===== src/rtl/grid_coord_scanner.sv =====
// Raster-scan (row-major) coordinate generator with valid/ready output handshake.
// Define SCAN_CONTINUOUS_EN to wrap from the last cell straight back to (0,0) without leaving SCAN.
module grid_coord_scanner #(
  parameter int GRID_H      = 16,
  parameter int GRID_W      = 16,
  parameter int X_WIDTH     = $clog2(GRID_H*GRID_W),
  parameter int Y_WIDTH     = $clog2(GRID_W),
  parameter int ADDR_WIDTH  = $clog2(GRID_H*GRID_W),
  parameter int SWEEP_WIDTH = 16
) (
  input  logic                   clk,
  input  logic                   reset,
  input  logic                   start,
  input  logic                   abort,
  input  logic                   out_ready,
  output logic                   out_valid,
  output logic [X_WIDTH-1:0]     x,
  output logic [Y_WIDTH-1:0]     y,
  output logic [ADDR_WIDTH-1:0]  addr,
  output logic                   first,
  output logic                   last,
  output logic                   busy,
  output logic                   done,
  output logic [SWEEP_WIDTH-1:0] sweep_count
);

  typedef enum logic [1:0] {S_IDLE, S_SCAN, S_DONE} state_t;

  localparam logic [X_WIDTH-1:0] X_MAX          = X_WIDTH'(GRID_H - 1);
  localparam logic [Y_WIDTH-1:0] Y_MAX          = Y_WIDTH'(GRID_W - 1);
  localparam logic               LAST_AT_ORIGIN = (GRID_H == 1) && (GRID_W == 1);

  state_t                 state_q, state_d;
  logic                   out_valid_q, out_valid_d;
  logic [X_WIDTH-1:0]     x_q, x_d, x_nxt;
  logic [Y_WIDTH-1:0]     y_q, y_d, y_nxt;
  logic [ADDR_WIDTH-1:0]  addr_q, addr_d;
  logic                   first_q, first_d;
  logic                   last_q, last_d;
  logic                   busy_q, busy_d;
  logic                   done_q, done_d;
  logic [SWEEP_WIDTH-1:0] sweep_q, sweep_d;

  always_comb begin
    state_d     = state_q;
    out_valid_d = out_valid_q;
    x_d         = x_q;
    y_d         = y_q;
    addr_d      = addr_q;
    first_d     = first_q;
    last_d      = last_q;
    done_d      = 1'b0;
    sweep_d     = sweep_q;

    if (y_q == Y_MAX) begin
      y_nxt = '0;
      x_nxt = X_WIDTH'(x_q + 1'b1);
    end else begin
      y_nxt = Y_WIDTH'(y_q + 1'b1);
      x_nxt = x_q;
    end

    case (state_q)
      S_IDLE: begin
        if (start) begin
          state_d     = S_SCAN;
          out_valid_d = 1'b1;
          x_d         = '0;
          y_d         = '0;
          addr_d      = '0;
          first_d     = 1'b1;
          last_d      = LAST_AT_ORIGIN;
        end
      end
      S_SCAN: begin
        if (abort) begin
          state_d     = S_IDLE;
          out_valid_d = 1'b0;
          x_d         = '0;
          y_d         = '0;
          addr_d      = '0;
          first_d     = 1'b0;
          last_d      = 1'b0;
        end else if (out_valid_q && out_ready) begin
          if (last_q) begin
            done_d  = 1'b1;
            sweep_d = SWEEP_WIDTH'(sweep_q + 1'b1);
            x_d     = '0;
            y_d     = '0;
            addr_d  = '0;
`ifdef SCAN_CONTINUOUS_EN
            first_d = 1'b1;
            last_d  = LAST_AT_ORIGIN;
`else
            state_d     = S_DONE;
            out_valid_d = 1'b0;
            first_d     = 1'b0;
            last_d      = 1'b0;
`endif
          end else begin
            x_d     = x_nxt;
            y_d     = y_nxt;
            addr_d  = ADDR_WIDTH'(addr_q + 1'b1);
            first_d = 1'b0;
            // flags follow the coordinate being loaded, not the one leaving
            last_d  = (x_nxt == X_MAX) && (y_nxt == Y_MAX);
          end
        end
      end
      S_DONE: begin
        state_d = S_IDLE;
      end
      default: begin
        state_d     = S_IDLE;
        out_valid_d = 1'b0;
      end
    endcase

    busy_d = (state_d != S_IDLE);
  end

  always_ff @(posedge clk) begin
    if (reset) begin
      state_q     <= S_IDLE;
      out_valid_q <= 1'b0;
      x_q         <= '0;
      y_q         <= '0;
      addr_q      <= '0;
      first_q     <= 1'b0;
      last_q      <= 1'b0;
      busy_q      <= 1'b0;
      done_q      <= 1'b0;
      sweep_q     <= '0;
    end else begin
      state_q     <= state_d;
      out_valid_q <= out_valid_d;
      x_q         <= x_d;
      y_q         <= y_d;
      addr_q      <= addr_d;
      first_q     <= first_d;
      last_q      <= last_d;
      busy_q      <= busy_d;
      done_q      <= done_d;
      sweep_q     <= sweep_d;
    end
  end

  assign out_valid   = out_valid_q;
  assign x           = x_q;
  assign y           = y_q;
  assign addr        = addr_q;
  assign first       = first_q;
  assign last        = last_q;
  assign busy        = busy_q;
  assign done        = done_q;
  assign sweep_count = sweep_q;

endmodule


===== config.mk =====
export PLATFORM = sky130hd
export DESIGN_NAME = grid_coord_scanner
export DESIGN_NICKNAME = d
export VERILOG_FILES = /design/src/rtl/grid_coord_scanner.sv
export SDC_FILE = /design/constraint.sdc
export NUM_CORES = 1
export LEC_CHECK = 0
export CAP_MARGIN = 5
export CORE_MARGIN = 5
export CORE_UTILIZATION = 45
export CTS_CLUSTER_DIAMETER = 40
export DETAILED_ROUTE_END_ITERATION = 16
export PLACE_DENSITY = 0.73
export SETUP_SLACK_MARGIN = 0.4
export SLEW_MARGIN = 5
export SYNTH_ARGS = -nofsm -noshare
export SYNTH_HDL_FRONTEND = slang
export SYNTH_SLANG_ARGS = --single-unit

===== constraint.sdc =====
create_clock -name clk -period 4.3 [get_ports clk]
set_input_delay 0.86 -clock clk [delete_from_list [all_inputs] [get_ports clk]]
set_output_delay 0.86 -clock clk [all_outputs]
set_load 0.1 [all_outputs]

# After elaboration in Yosys (flattened, before gate mapping)
# Index checks and enable logic that the tools add are counted.
# totals
reg_bits,43
input_bits,5
output_inout_bits,41
word_cells,70
# op_classes
n_addsub,4
n_eq_ne,8
n_mux,35
bitwise_logic,4
n_reduce_logical,9
# op_table
cell,count
2-to-1 mux 8 bit,8
one-hot mux 8 bit (2 select lines),2
2-to-1 mux 4 bit,5
adder 16 x 1 -> 16 bit (second input constant),1
adder 8 x 1 -> 8 bit (second input constant),2
2-to-1 mux 1 bit,11
== test 4 bit (second input constant),2
== test 8 x 4 -> 1 bit (second input constant),1
2-to-1 mux 2 bit,4
one-hot mux 4 bit (2 select lines),1
AND reduction 4 bit,2
!= test 3 bit (second input constant),2
adder 4 x 1 -> 4 bit (second input constant),1
inverter 1 bit,4
one-hot mux 1 bit (2 select lines),2
one-hot mux 2 bit (2 select lines),1
nonzero test 2 bit,2
OR reduction 4 bit,1
one-hot mux 1 bit (3 select lines),1
AND reduction 3 bit,1
== test 2 x 1 -> 1 bit (second input constant),1
== test 2 bit (second input constant),1
logical AND 1 bit,2
logical NOT 2 bit,1
!= test 2 bit (second input constant),1

# Depth between registers and ports, before layout
# Gate-level depths: netlist (run 1).
# depth
word_depth,8
depth_mapped,6

# Worst setup path before layout (run 1)
# No wires, ideal clock.
# synth_timing
path_kind,register to register
start,"reg y_q[0], in the netlist y[0]"
end,"reg x_q[6], in the netlist x[6]"
setup_ns,0.071
arrival_ns,2.407
t_required_ns,4.229
path_slack_ns,1.823
path_stages_with_launch,7
path_buffers,0
cell_sequence,dfxtp_1 > ha_1 > nand4_1 > nor2_1 > nand3_1 > or3_1 > a21oi_1
# synth_via
elab_chain_len,6
# synth_rtl
item,line_no,source
start: declaration,36,"logic [Y_WIDTH-1:0] y_q, y_d, y_nxt;"
start signal: assignment,138,y_q <= y_d;
== test 4 bit,55,if (y_q == Y_MAX) begin
2-to-1 mux 8 bit,55,
2-to-1 mux 8 bit,85,if (last_q) begin
2-to-1 mux 8 bit,84,end else if (out_valid_q && out_ready) begin
2-to-1 mux 8 bit,76,if (abort) begin
one-hot mux 8 bit (2 select lines),63,case (state_q)
end signal: assignment,126,x_q <= '0;
end signal: assignment,137,x_q <= x_d;
end: declaration,35,"logic [X_WIDTH-1:0] x_q, x_d, x_nxt;"
# No other way between the ends. The select of a mux whose other input is x is not followed.
# A chain may end at the register's enable or synchronous reset.

# Final worst setup path (run 1)
# layout_timing
start,"reg last_q, in the netlist last"
end,out last
# layout_rtl
item,line_no,source
start: declaration,39,"logic last_q, last_d;"
start signal: assignment,141,last_q <= last_d;
end: declaration,21,"output logic last,"
# No word-level cell between the ends.

==> results.json, run 1 <==
{
  "ctsHoldBuffers": 0,
  "seq_area_um2": 860.8,
  "routed_wl_um": 4652,
  "drcViolationCount": 0,
  "max_stage_delay_ns": 1.19,
  "finalMaxSlewViolations": 0,
  "synth_seq_cells": 43,
  "crit_type": "reg -> out",
  "rsz0062_at_grt": "false",
  "period_minus_slack_ns": 2.815,
  "min_path_type": "reg -> reg",
  "cts_root_buffer": "clkbuf_8",
  "worst-r2r-cell-count": 6,
  "fin_skew_ns": 0.007265,
  "drive_above_1_share_pct": 4.196,
  "fp-row-count": 24,
  "path_delay_family": "buffers and inverters",
  "mostFrequentLayoutCell": "clkdlybuf4s50_1",
  "clock_path_buffers": 2,
  "wl_per_cell_um": 13.76,
  "fillerInstances": 395,
  "status": "complete, no violations",
  "crit_buf_inv": 1,
  "critPathCaptureType": "output pin",
  "hpwl_um": 3293,
  "cp.arrival_ns": 1.95,
  "finalSetupViolCount": 0,
  "start_util_pct": 46.21,
  "min_delay_path_depth": 2,
  "powerDensity_nw_per_um2": 291.3,
  "clock_latency_ns": 0.29,
  "die_w_um": 76.87,
  "finalNetCount": 295,
  "firstDrtPassIters": 4,
  "cts_tree": "built",
  "yosys.area.top_type": "dfxtp_1",
  "clkSlewWorstSetupHoldPaths_ns": 0.08,
  "io_buffers": 45,
  "track_usage_pct": 15.95,
  "n_antenna_cell": 0,
  "fin_cells": 338,
  "p_leak_uw": 0.0009217,
  "hold_viol_final": 0,
  "vias": 1842,
  "ys_warn_count": 0,
  "synth_seq_area_share_pct": 42.79,
  "peakVddDrop_uv": 169.7,
  "cp_max_fo": 6,
  "grt_pass1_wl_um": 7948,
  "synth_top_area_share_pct": 42.79,
  "crit_required_ns": 3.44,
  "place_inst": 330,
  "area_growth_pct": 29.85,
  "die_y_um": 76.87,
  "antenna_found_initial": 0,
  "cts_sinks": 43,
  "max_freq_mhz": 355.3,
  "synth.distinct_cells": 33,
  "ant_nets": 0,
  "cts_resized": 0,
  "cp.depth": 1,
  "die_area_um2": 5908,
  "max_slew_margin_pct": 33.82,
  "start_kind": "flip-flop",
  "syn_area_um2": 2012,
  "gp_congestion": 0.8346,
  "overflow": 0,
  "syn_inst": 239,
  "cts_htree_levels": 2,
  "syn_nets": 249,
  "cts_buffers": 5,
  "multi_input_area_um2": 1121,
  "slowest_stage": "clkdlybuf4s50_1",
  "io_pins": 46,
  "final_cell_mix": "45 x clkdlybuf4s50_1, 43 x dfxtp_1, 41 x nor2_1",
  "avgSynthCellArea_um2": 8.418,
  "cap_viol_max_count": 0,
  "core_area_um2": 4354,
  "fin_crit_sh_pct": 65.46,
  "grt_max_degree": 20,
  "grt_pass1_vias": 1704,
  "drtIter0Drc": 86,
  "post_drt_via_cell_ratio": 5.450,
  "path_cells": "clkdlybuf4s50_1",
  "tightest_slew_ns": 0.9896,
  "tns_ns": 0,
  "synthTopCellsByArea": "dfxtp_1 43%, xor2_1 8.3%, nor2_1 7.6%",
  "post-cts-setup-buffers": 0
}
==> power breakdown <==
group          internal (uW)  switching, uW
combinational           18.6           50.7
sequential               402           4.73
clock                    146            139
total                    567            195
==> flip-flops by register name, summed over array words and instances, names as in the netlist <==
| name | cells |
|---|---|
| addr | 8 |
| busy | 1 |
| done | 1 |
| first | 1 |
| last | 1 |
| out_valid | 1 |
| state_q | 2 |
| sweep_count | 16 |
| x | 8 |
| y | 4 |
==> cell type report <==
class	count	area share, %
multi-input combinational	188	42.91
sequential	43	32.95
timing repair buffer	46	17.53
clock buffer	7	3.688
tap	52	2.490
clock inverter	1	0.2874
inverter	1	0.1437
==> worst reg2reg max path, stage by stage (launching register included) <==
cell	delay, ns
dfxtp_1	0.48
ha_1	0.32
nand3_1	0.28
nor3_1	0.44
o21ai_0	0.15
a21oi_1	0.19
nor2_1	0.05
==> cell families after synthesis <==
logic type / after synthesis / share of synthesized area, %
XOR/XNOR: 24 / 10.45
adder cells (fa/ha/maj): 5 / 3.109
AO/OA/AOI/OAI: 37 / 11.07
AND/OR/NAND/NOR: 121 / 30.60
buffers and inverters: 8 / 1.493
multiplexers: 1 / 0.4975
flip-flops: 43 / 42.79
==> per-stage QoR <==
| stage | power, uW | util, % | instance area [um2] | hold slack (ns) | worst slack [ns] |
|---|---|---|---|---|---|
| floorplan | 466.0 | - | 2012 | 0.5301 | 1.823 |
| detailed placement | 484.9 | 57.61 | 2509 | 0.4814 | 1.434 |
| finish | 761.1 | 60.00 | 2613 | 0.5017 | 1.485 |
| global route | 792.2 | 60.00 | 2613 | 0.5434 | 1.429 |
| CTS | 768.4 | 60.00 | 2613 | 0.5011 | 1.484 |
| global placement | 484.7 | 57.61 | 2509 | 0.4772 | 1.504 |
==> Yosys cell counts <==
cell,instances
or4_1,1
o31ai_1,1
nand2b_1,2
or3b_1,1
nand4_1,10
and4_1,4
a22oi_1,4
mux2i_1,1
nor3_4,1
clkbuf_1,7
nand3_1,14
xor2_1,19
inv_1,1
a21o_1,1
a21oi_1,15
xnor2_1,5
nor3_1,11
or3_1,3
nand3b_1,1
o2111ai_2,1
nand2_1,21
o21bai_1,2
nor3b_1,2
o21ai_0,9
nor2_1,41
nor4b_4,1
or2_1,1
and3_1,4
nor2b_1,3
a211oi_1,2
a31oi_1,2
dfxtp_1,43
ha_1,5
==> metal layers <==
metal	GRT usage [%]	up-vias	wire length (um)
li1	-	931	-
met3	3.396	7	248
met2	25.55	53	2141
met5	0	-	0
met1	20.78	851	2196
met4	6.294	0	65
==> worst paths after layout <==
kind | start | endpoint | slack, ns
setup reg to reg | y[0]$_SDFFE_PP0P_ | x[5]$_SDFFE_PP0P_ | 2.28
hold / removal | first$_SDFFE_PP0P_ | first$_SDFFE_PP0P_ | 0.50
setup / recovery | last$_SDFFE_PP0P_ | last | 1.49
hold reg to reg | first$_SDFFE_PP0P_ | first$_SDFFE_PP0P_ | 0.50
Note: power is estimated with default switching activity, not from simulation.
==> inputs of run 2 (changes only) <==
- PLACE_DENSITY: 0.73 -> 0.76
- clock period: 4.3 -> 2.4 ns (I/O delays scaled with it)
==> run 2 against run 1 <==
- routed wire length is 0.21% higher
- via count is 1.4% higher
- core utilization is 0.14 points lower
- hold slack worse by 0.010 ns
- largest power group unchanged
==> results.json, run 2 (synthesis results as in run 1) <==
{
  "status": "complete, no violations",
  "finalNetCount": 302,
  "powerDensity_nw_per_um2": 546.1,
  "setup_ws_ns": 0.5841,
  "die_area_um2": 5908,
  "max_stage_delay_ns": 0.55,
  "cp_max_fo": 7,
  "r2r-start": "y[0]$_SDFFE_PP0P_",
  "grt_max_degree": 21,
  "io_buffers": 45,
  "vias": 1867,
  "crit_required_ns": 2.59,
  "peakVddDrop_uv": 219.6,
  "mostFrequentLayoutCell": "buf_4",
  "antenna_found_initial": 0,
  "worst-r2r-cell-count": 6,
  "firstDrtPassIters": 4,
  "final_cell_mix": "49 x buf_4, 40 x nor2_1, 28 x dfxtp_1",
  "hpwl_um": 3316,
  "period_minus_slack_ns": 1.816,
  "preCtsSetupSlack_ns": 0.1063,
  "max_slew_margin_pct": 65.15,
  "start_kind": "primary input",
  "gp_congestion": 0.8037,
  "finalMaxSlewViolations": 0,
  "die_y_um": 76.87,
  "crit_type": "in -> reg",
  "clock_latency_ns": 0.30,
  "slowest_stage": "clkdlybuf4s50_1",
  "fin_skew_ns": 0.006629,
  "seq_area_um2": 884.6,
  "core_area_um2": 4354,
  "cts_root_buffer": "clkbuf_8",
  "finalSetupViolCount": 0,
  "clkSlewWorstSetupHoldPaths_ns": 0.09,
  "post_drt_via_cell_ratio": 5.412,
  "io_pins": 46,
  "die_w_um": 76.87,
  "min_path_type": "reg -> reg",
  "rsz0062_at_grt": "false",
  "clock_path_buffers": 2,
  "fillerInstances": 385,
  "largest_reg_flops": 16,
  "drtIter0Drc": 100,
  "wl_per_cell_um": 13.51,
  "hold_start": "first$_SDFFE_PP0P_",
  "drcViolationCount": 0,
  "critPathCaptureType": "flip-flop",
  "cts_tree": "built",
  "grt_pass1_vias": 1753,
  "area_growth_pct": 29.54,
  "n_antenna_cell": 0,
  "drive_above_1_share_pct": 26.62,
  "grt_pass1_wl_um": 8190,
  "min_delay_path_depth": 2,
  "tns_ns": 0,
  "whs_endpoint": "first$_SDFFE_PP0P_",
  "cap_viol_max_count": 0,
  "r2r_end": "x[6]$_SDFFE_PP0P_",
  "multi_input_area_um2": 1130,
  "tightest_slew_ns": 0.5216,
  "cp.arrival_ns": 2.01,
  "routed_wl_um": 4662,
  "cts_htree_levels": 2,
  "fin_crit_sh_pct": 75.66,
  "track_usage_pct": 16.37,
  "path_delay_family": "simple AND/OR/NAND/NOR gates",
  "overflow": 0,
  "r2r_slack_ns": 0.62,
  "ant_nets": 0,
  "hold_viol_final": 0,
  "path_cells": "clkdlybuf4s50_1 > nand3_1 > nor3_4 > nand4_1 > xor2_1 > nor2_1",
  "max_freq_mhz": 550.7,
  "fp-row-count": 24,
  "p_leak_uw": 0.001063,
  "start_util_pct": 46.21,
  "cts_sinks": 43,
  "cts_buffers": 5,
  "crit_buf_inv": 1
}
## run 2: worst max path at each step
stage,from,cells after the start,end
after floorplan,sweep_count[8]$_SDFFE_PP0P_,5,sweep_count[15]$_SDFFE_PP0P_
after global placement,abort,6,sweep_count[11]$_SDFFE_PP0P_
after detailed placement,abort,6,sweep_count[11]$_SDFFE_PP0P_
after CTS,abort,6,sweep_count[11]$_SDFFE_PP0P_
after global routing,y[0]$_SDFFE_PP0P_,6,x[6]$_SDFFE_PP0P_
final,out_ready,6,sweep_count[11]$_SDFFE_PP0P_
## run 2: layout make-up
class / instances / area share (%)
inverters: 1 / 0.1440
repair buffers: 53 / 15.75
clock buffers: 5 / 2.640
clock inverters: 3 / 1.680
well taps: 52 / 2.496
flip-flops and latches: 43 / 33.94
multi-input cells: 188 / 43.35
## run 2: through the flow
| stage | hold WS (ns) | power (uW) | utilization, % | cells | cell area [um2] |
|---|---|---|---|---|---|
| 2_1_floorplan | 0.5225 | 833.4 | - | 239 | 2036 |
| 3_3_place_gp | 0.4742 | 872.0 | 56.84 | 336 | 2475 |
| 3_5_place_dp | 0.4801 | 873.1 | 56.84 | 336 | 2475 |
| 4_1_cts | 0.5005 | 1441 | 59.43 | 344 | 2587 |
| 5_1_grt | 0.5543 | 1482 | 59.86 | 345 | 2606 |
| 6_report | 0.4917 | 1423 | 59.86 | 345 | 2606 |
## run 2: layer usage
layer / global-route usage [%] / routed length [um] / share of wire (%) / up-vias
met2: 25.55 / 2180 / 47 / 38
met3: 4.333 / 234 / 5.0 / 7
met1: 21.79 / 2179 / 47 / 870
met4: 5.420 / 67 / 1.4 / 0
met5: 0 / 0 / 0 / -
li1: - / - / - / 952
## run 2: power breakdown
group | internal (uW) | switching (uW) | leakage (uW)
Sequential | 718 | 8.45 | 0.000356
Clock | 310 | 257 | 0.0000581
Combinational | 37.5 | 92.5 | 0.000649
## run 2: timing repair
action,4_1_cts,5_1_grt
gates resized for setup,0,4
endpoints found under the hold margin,0,0
buffers inserted,0,1
hold buffers,0,0
endpoints found under the setup margin,0,12
## run 2: worst reg2reg max path, cell delays in order, from the launching register on
cell and delay (ns):
dfxtp_4 0.39, ha_1 0.27, nand4_1 0.22, nor2_1 0.28, nand3_1 0.10, or3_1 0.31
a21oi_1 0.13
